==> config.mk <==
export PLATFORM = sky130hd
export DESIGN_NAME = punc_mem_arbiter
export DESIGN_NICKNAME = d
export VERILOG_FILES = /design/src/rtl/punc_mem_arbiter.sv
export SDC_FILE = /design/constraint.sdc
export NUM_CORES = 1
export LEC_CHECK = 0
export ABC_AREA = 1
export CORE_ASPECT_RATIO = 0.9
export CORE_MARGIN = 1.5
export CORE_UTILIZATION = 31
export CTS_CLUSTER_DIAMETER = 80
export CTS_CLUSTER_SIZE = 8
export DETAILED_ROUTE_END_ITERATION = 10
export GPL_TIMING_DRIVEN = 0
export PLACE_DENSITY = 0.95
export SYNTH_ARGS = -nofsm -noshare
export SYNTH_HDL_FRONTEND = slang
export SYNTH_SLANG_ARGS = --single-unit
==> constraint.sdc <==
create_clock -name clk -period 4.3 [get_ports clk]
set_input_delay 0.86 -clock clk [delete_from_list [all_inputs] [get_ports clk]]
set_output_delay 0.86 -clock clk [all_outputs]
set_load 0.01 [all_outputs]
==> src/rtl/punc_mem_arbiter.sv <==
// punc_mem_arbiter: shares PUnC's single-port data memory between the CPU
// datapath (port 0) and the debug/program-loader port (port 1). Grants are
// decided combinationally within the cycle, a lock lets one port keep the
// memory for back-to-back accesses, a wait counter keeps the low-priority
// port from starving, and a tag pipeline routes read data to its issuer.
module punc_mem_arbiter #(
  parameter int ADDR_W    = 16,
  parameter int DATA_W    = 16,
  parameter int READ_LAT  = 1,
  parameter int PRIO_PORT = 0,
  parameter int MAX_WAIT  = 8
) (
  input  logic              clk,
  input  logic              rst,
  input  logic              req0,
  input  logic              we0,
  input  logic              lock0,
  input  logic [ADDR_W-1:0] addr0,
  input  logic [DATA_W-1:0] wdata0,
  output logic              gnt0,
  output logic              rvalid0,
  output logic [DATA_W-1:0] rdata0,
  input  logic              req1,
  input  logic              we1,
  input  logic              lock1,
  input  logic [ADDR_W-1:0] addr1,
  input  logic [DATA_W-1:0] wdata1,
  output logic              gnt1,
  output logic              rvalid1,
  output logic [DATA_W-1:0] rdata1,
  output logic              mem_en,
  output logic              mem_we,
  output logic [ADDR_W-1:0] mem_addr,
  output logic [DATA_W-1:0] mem_wdata,
  input  logic [DATA_W-1:0] mem_rdata
);

  typedef enum logic [1:0] {
    FREE = 2'd0,
    OWN0 = 2'd1,
    OWN1 = 2'd2
  } owner_e;

  localparam logic [7:0] MaxWait = 8'(MAX_WAIT);

  owner_e              owner_q;
  logic [7:0]          wait_q;
  logic [7:0]          wait_d;
  logic [READ_LAT-1:0] tagVld_q;
  logic [READ_LAT-1:0] tagPort_q;
  logic                pushVld_d;
  logic                pushPort_d;
  logic                forceLow;
  logic                reqLow;
  logic                gntLow;

  // The low-priority port is the one that is not PRIO_PORT; it is the only
  // one whose refusals are counted.
  assign reqLow   = (PRIO_PORT == 0) ? req1 : req0;
  assign gntLow   = (PRIO_PORT == 0) ? gnt1 : gnt0;
  assign forceLow = (wait_q == MaxWait);

  // Per-cycle grant selection; a held lock shuts the other port out
  // completely, and nothing is granted while reset is asserted.
  always_comb begin
    gnt0 = 1'b0;
    gnt1 = 1'b0;
    if (rst) begin
      case (owner_q)
        FREE: begin
          if (req0 && req1) begin
            if ((PRIO_PORT == 0) != forceLow) gnt0 = 1'b1;
            else                              gnt1 = 1'b1;
          end else begin
            gnt0 = req0;
            gnt1 = req1;
          end
        end
        OWN0:    gnt0 = req0;
        OWN1:    gnt1 = req1;
        default: ;
      endcase
    end
  end

  // Memory bus mux: the granted port drives the bus, otherwise it is all zero.
  always_comb begin
    mem_en    = gnt0 | gnt1;
    mem_we    = 1'b0;
    mem_addr  = '0;
    mem_wdata = '0;
    if (gnt0) begin
      mem_we    = we0;
      mem_addr  = addr0;
      mem_wdata = wdata0;
    end else if (gnt1) begin
      mem_we    = we1;
      mem_addr  = addr1;
      mem_wdata = wdata1;
    end
  end

  // Next wait count and the tag that a granted read pushes into the pipeline.
  always_comb begin
    wait_d = 8'd0;
    if (reqLow && !gntLow) begin
      wait_d = forceLow ? wait_q : wait_q + 8'd1;
    end
    pushVld_d  = (gnt0 && !we0) || (gnt1 && !we1);
    pushPort_d = gnt1;
  end

  // Owner FSM: a locked grant takes ownership, dropping the lock releases it
  // whether or not a final access is made in that cycle.
  always_ff @(posedge clk or negedge rst) begin
    if (!rst) begin
      owner_q <= FREE;
    end else begin
      case (owner_q)
        FREE: begin
          if (gnt0 && lock0)      owner_q <= OWN0;
          else if (gnt1 && lock1) owner_q <= OWN1;
        end
        OWN0:    if (!lock0) owner_q <= FREE;
        OWN1:    if (!lock1) owner_q <= FREE;
        default: owner_q <= FREE;
      endcase
    end
  end

  // Starvation counter for the low-priority port.
  always_ff @(posedge clk or negedge rst) begin
    if (!rst) wait_q <= 8'd0;
    else      wait_q <= wait_d;
  end

  // Read-tag shift register; reset drops every in-flight tag.
  always_ff @(posedge clk or negedge rst) begin
    if (!rst) begin
      tagVld_q  <= '0;
      tagPort_q <= '0;
    end else begin
      for (int i = READ_LAT - 1; i > 0; i--) begin
        tagVld_q[i]  <= tagVld_q[i-1];
        tagPort_q[i] <= tagPort_q[i-1];
      end
      tagVld_q[0]  <= pushVld_d;
      tagPort_q[0] <= pushPort_d;
    end
  end

  assign rvalid0 = tagVld_q[READ_LAT-1] & ~tagPort_q[READ_LAT-1];
  assign rvalid1 = tagVld_q[READ_LAT-1] &  tagPort_q[READ_LAT-1];
  assign rdata0  = mem_rdata;
  assign rdata1  = mem_rdata;

endmodule

==> run_results.csv, run 1 <==
group,metric,value,unit
worst_setup_path,cpMaxStageDelayCell,"clkdlybuf4s50_1",
grt,grt_first_pass_wirelength,7.62,mm
timing,setup_viol,0,
timing,fmax,0.270,GHz
worst_setup_path,setup.worst_path.end,"mem_addr[12]",
cts,post_cts_buffers,0,
worst_setup_path,start_kind,"primary input",
power_and_ir_drop,power.leakage,1.42,nW
worst_setup_path,r2r_startpoint,"wait_q[0]",
die,boundaryPins,158,
synth,post_synthesis_cells,224,
timing,setup-tns-final,0,ps
finish,final_core_util,66.6,%
cts,hold_bufs_at_cts,0,
cts,numCtsBuffers,3,
timing,layout_min_cycle_time,3710,ps
drt,drt_pre_antenna_iters,4,
synth,yosys_register_bits,12,
finish,most-common-layout-cells,"140 x clkdlybuf4s50_1, 90 x nand2_1, 35 x buf_4",
timing,worst_slack,590,ps
worst_setup_path,crit_buf_inv,5,
placement,dp.cells,427,
timing,final_hold_viol_count,0,
hold_path,hold_path.class,"reg2reg",
timing,finalCritPeriodShare,86.3,%
drt,first_iter_violations,28,
finish,fraction_of_layout_cells_with_a_size_suffix_above_1,21.2,%
die,floorplan.initialDensity,32.4,%
synth,syn_area_per_cell,6.50,µm²
run_status,outcome,"finished, final reports clean",
die,die_h,68.0,µm
synth,yosys.area.top_type,"nand2_1",
worst_setup_path,worst_r2r_endpoint,"tagPort_q",
worst_setup_path,crit_type,"in2out",
synth,synth.yosys.seq_area_share,20.6,%
worst_setup_path,setup.worst_path.start,"rst",
finish,multi_input_logic_area,763,µm²
finish,layout.filler_cells,363,
power_and_ir_drop,pwr-share-seq,24.6,%
timing,timing.final.max_slew_violations,0,
worst_setup_path,critPathMaxStageDelay,540,ps
finish,commonest_non_fill_non_tap_cell_in_the_layout,"clkdlybuf4s50_1",
drt,drt_drc_violations_left,0,
worst_setup_path,timing.critical_path.cells,"dlymetal6s2s_1 > inv_1 > nor3_2 > nand2_2 > inv_2 > buf_4 > nand2_1 > nand2_1 > clkdlybuf4s50_1",
drt,routed_via_density,4.35,
run,maxCapViolCount,0,
synth,synth.distinct_cells,26,
synth,synth.top_cells.by_area,"nand2_1 23%, dfrtp_1 21%, buf_4 18%, nand2_2 10%, inv_1 3.6%",
finish,layout.nets,460,
grt,antenna_found_initial,0,
grt,grt.total_usage,19.2,%
finish,final-seq-area,300,µm²
placement,gp_congestion,0.814,
cts,clk_path_buf_depth,2,
worst_setup_path,worstPathMaxFanout,13,
drt,postRouteWirelength,5.34,mm
synth,yosysWarningCount,0,
synth,syn-cell-area,1460,µm²
cts,htree_num_levels,1,
drt,wl_per_cell,12.4,µm
placement,io_buffers,141,
finish,fin_cells,430,
synth,mappedNetlistNets,314,
finish,area_growth_syn_to_layout,105,%
power_and_ir_drop,clkPwrFrac,19.8,%
power_and_ir_drop,power_report.internal_total,0.000359,W
worst_setup_path,worst-r2r-setup-slack,2910,ps
drt,vias,1870,
worst_setup_path,worst_setup_path_end_kind,"output pin",
power_and_ir_drop,p_sw_share,30.2,%
worst_setup_path,cp_data_required_time,3440,ps
power_and_ir_drop,overall_power_after_layout,0.000515,W
worst_setup_path,ff2ff_path_depth,9,
timing,slew-limit-headroom,61.8,%
cts,clock_latency,240,ps
die,floorplan.die.width,75.3,µm
power_and_ir_drop,total_switching_power,0.000155,W
grt,grt.overflow.total,0,
grt,first_global_vias,1804,
cts,clock_root_cell,"clkbuf_8",
drt,route.antenna.remaining_nets,0,
cts,clock_tree_from_tritoncts,"done",
timing,worst_slew_pin_slew,573,ps
power_and_ir_drop,ir_worst_vdd,0.000131,V
die,area_of_the_die,5120,µm²
power_and_ir_drop,power_density_normalized_to_cell_area,172,nW/µm²
power_and_ir_drop,power.combinational.fraction,55.6,%
placement,dp_hpwl,4.70,mm
worst_setup_path,timing.critical_path.max_delay_family,"buffers and inverters",
placement,place_worst_setup_slack,187,ps
timing,setup_repair_after_global_routing_missed_its_margin,"false",
cts,worst_setup_hold_path_clk_slew,50,ps
die,design.core.area,4490,µm²
grt,maximum_number_of_pins_on_one_net_before_global_route_repair,14,
cts,clock_sinks,12,
die,floorplan.rows,23,
worst_setup_path,critical_path_arrival,2850,ps
worst_setup_path,critical_path.most_common_cell,"nand2_1",
finish,num_antenna_cells,0,
synth,synthDominantCellAreaShare,23.2,%
worst_setup_path,crit_cells,9,
timing,fin_worst_skew,0.749,ps
registers in the layout (all words and copies together), names as in the netlist:
| name | count |
|---|---|
| owner_q | 2 |
| tagPort_q | 1 |
| tagVld_q | 1 |
| wait_q | 8 |
cell usage after synthesis:
cell / count
nand2_4: 2
buf_12: 2
nor3_2: 3
o22ai_1: 1
inv_8: 1
nor3b_2: 1
inv_2: 3
buf_4: 35
nand2_1: 90
buf_6: 1
o21ai_0: 6
dfrtp_1: 12
ha_1: 2
nor2_4: 2
nand3_1: 7
and3_1: 1
clkinv_1: 1
nand3_2: 1
o21ai_1: 1
inv_1: 14
nor3_1: 2
nor2_1: 6
mux2i_1: 1
nand2_2: 24
nand3b_1: 1
a21oi_1: 4
per-layer routing:
layer  up-vias  track usage (%)  part of all wire, %
li1        939                -                    -
met1       819             19.3                   35
met2        96             37.5                   54
met3        16             4.86                  8.7
met4         0             8.04                  2.6
met5         -                0                    0
worst min path at each step:
stage	from	end	slack [ps]	cells after the start
after floorplan	wait_q[7]	wait_q[7]	490	2
after global placement	wait_q[7]	wait_q[7]	510	2
after detailed placement	wait_q[0]	wait_q[0]	520	1
after CTS	wait_q[0]	wait_q[0]	520	1
after global routing	wait_q[0]	wait_q[0]	570	1
final	wait_q[0]	wait_q[0]	520	1
per-stage QoR:
stage | cell area, µm² | hold WS [ps]
6_report | 2990 | 519
5_1_grt | 2990 | 567
4_1_cts | 2990 | 525
3_5_place_dp | 2950 | 518
3_3_place_gp | 2950 | 510
2_1_floorplan | 1460 | 489
area by class of cell:
cell class | count | area share [%]
repair buffers | 141 | 47.3
flip-flops and latches | 12 | 10.0
plain buffers | 38 | 10.5
inverters | 19 | 2.64
multi-input cells | 155 | 25.5
well taps | 62 | 2.60
clock buffers | 3 | 1.38
worst reg2reg max path: stages (launching register included):
cell and delay (ps):
dfrtp_1 410, inv_1 80, ha_1 160, nand2_2 70, nor2_4 130, nand2_2 80, nand2_4 80, nand2_4 80
inv_8 100, buf_12 140
kinds of logic after synthesis:
group                      share of synthesized area, %
and+or+nand+nor                                    45.8
buffers and inverters                              27.0
AOI/OAI and AO/OA                                  4.21
DFF                                                20.6
adders and majority gates                          1.72
muxes                                             0.687
power by group through the flow:
stage | Sequential [W] | Combinational [W] | Clock, W
2_1_floorplan | 0.000127 | 0.000118 | 0
3_3_place_gp | 0.000128 | 0.000280 | 0
3_5_place_dp | 0.000128 | 0.000288 | 0
4_1_cts | 0.000127 | 0.000289 | 0.000103
5_1_grt | 0.000128 | 0.000310 | 0.000108
6_report | 0.000127 | 0.000286 | 0.000102
repair_timing:
action / in CTS / in global routing
gates resized for setup: 0 / 1
endpoints found under the setup margin: 0 / 2
endpoints found under the hold margin: 0 / 0
No activity file was read; power rests on OpenSTA's default activity.
==> inputs of run 2 (changes only) <==
--- a/config.mk
+++ b/config.mk
@@ -14,6 +14,7 @@
 export DETAILED_ROUTE_END_ITERATION = 10
 export GPL_TIMING_DRIVEN = 0
 export PLACE_DENSITY = 0.95
+export SLEW_MARGIN = 20
 export SYNTH_ARGS = -nofsm -noshare
 export SYNTH_HDL_FRONTEND = slang
 export SYNTH_SLANG_ARGS = --single-unit
==> results of run 2 <==
Same layout as run 1: the final DEF is identical, and so are final timing and power.
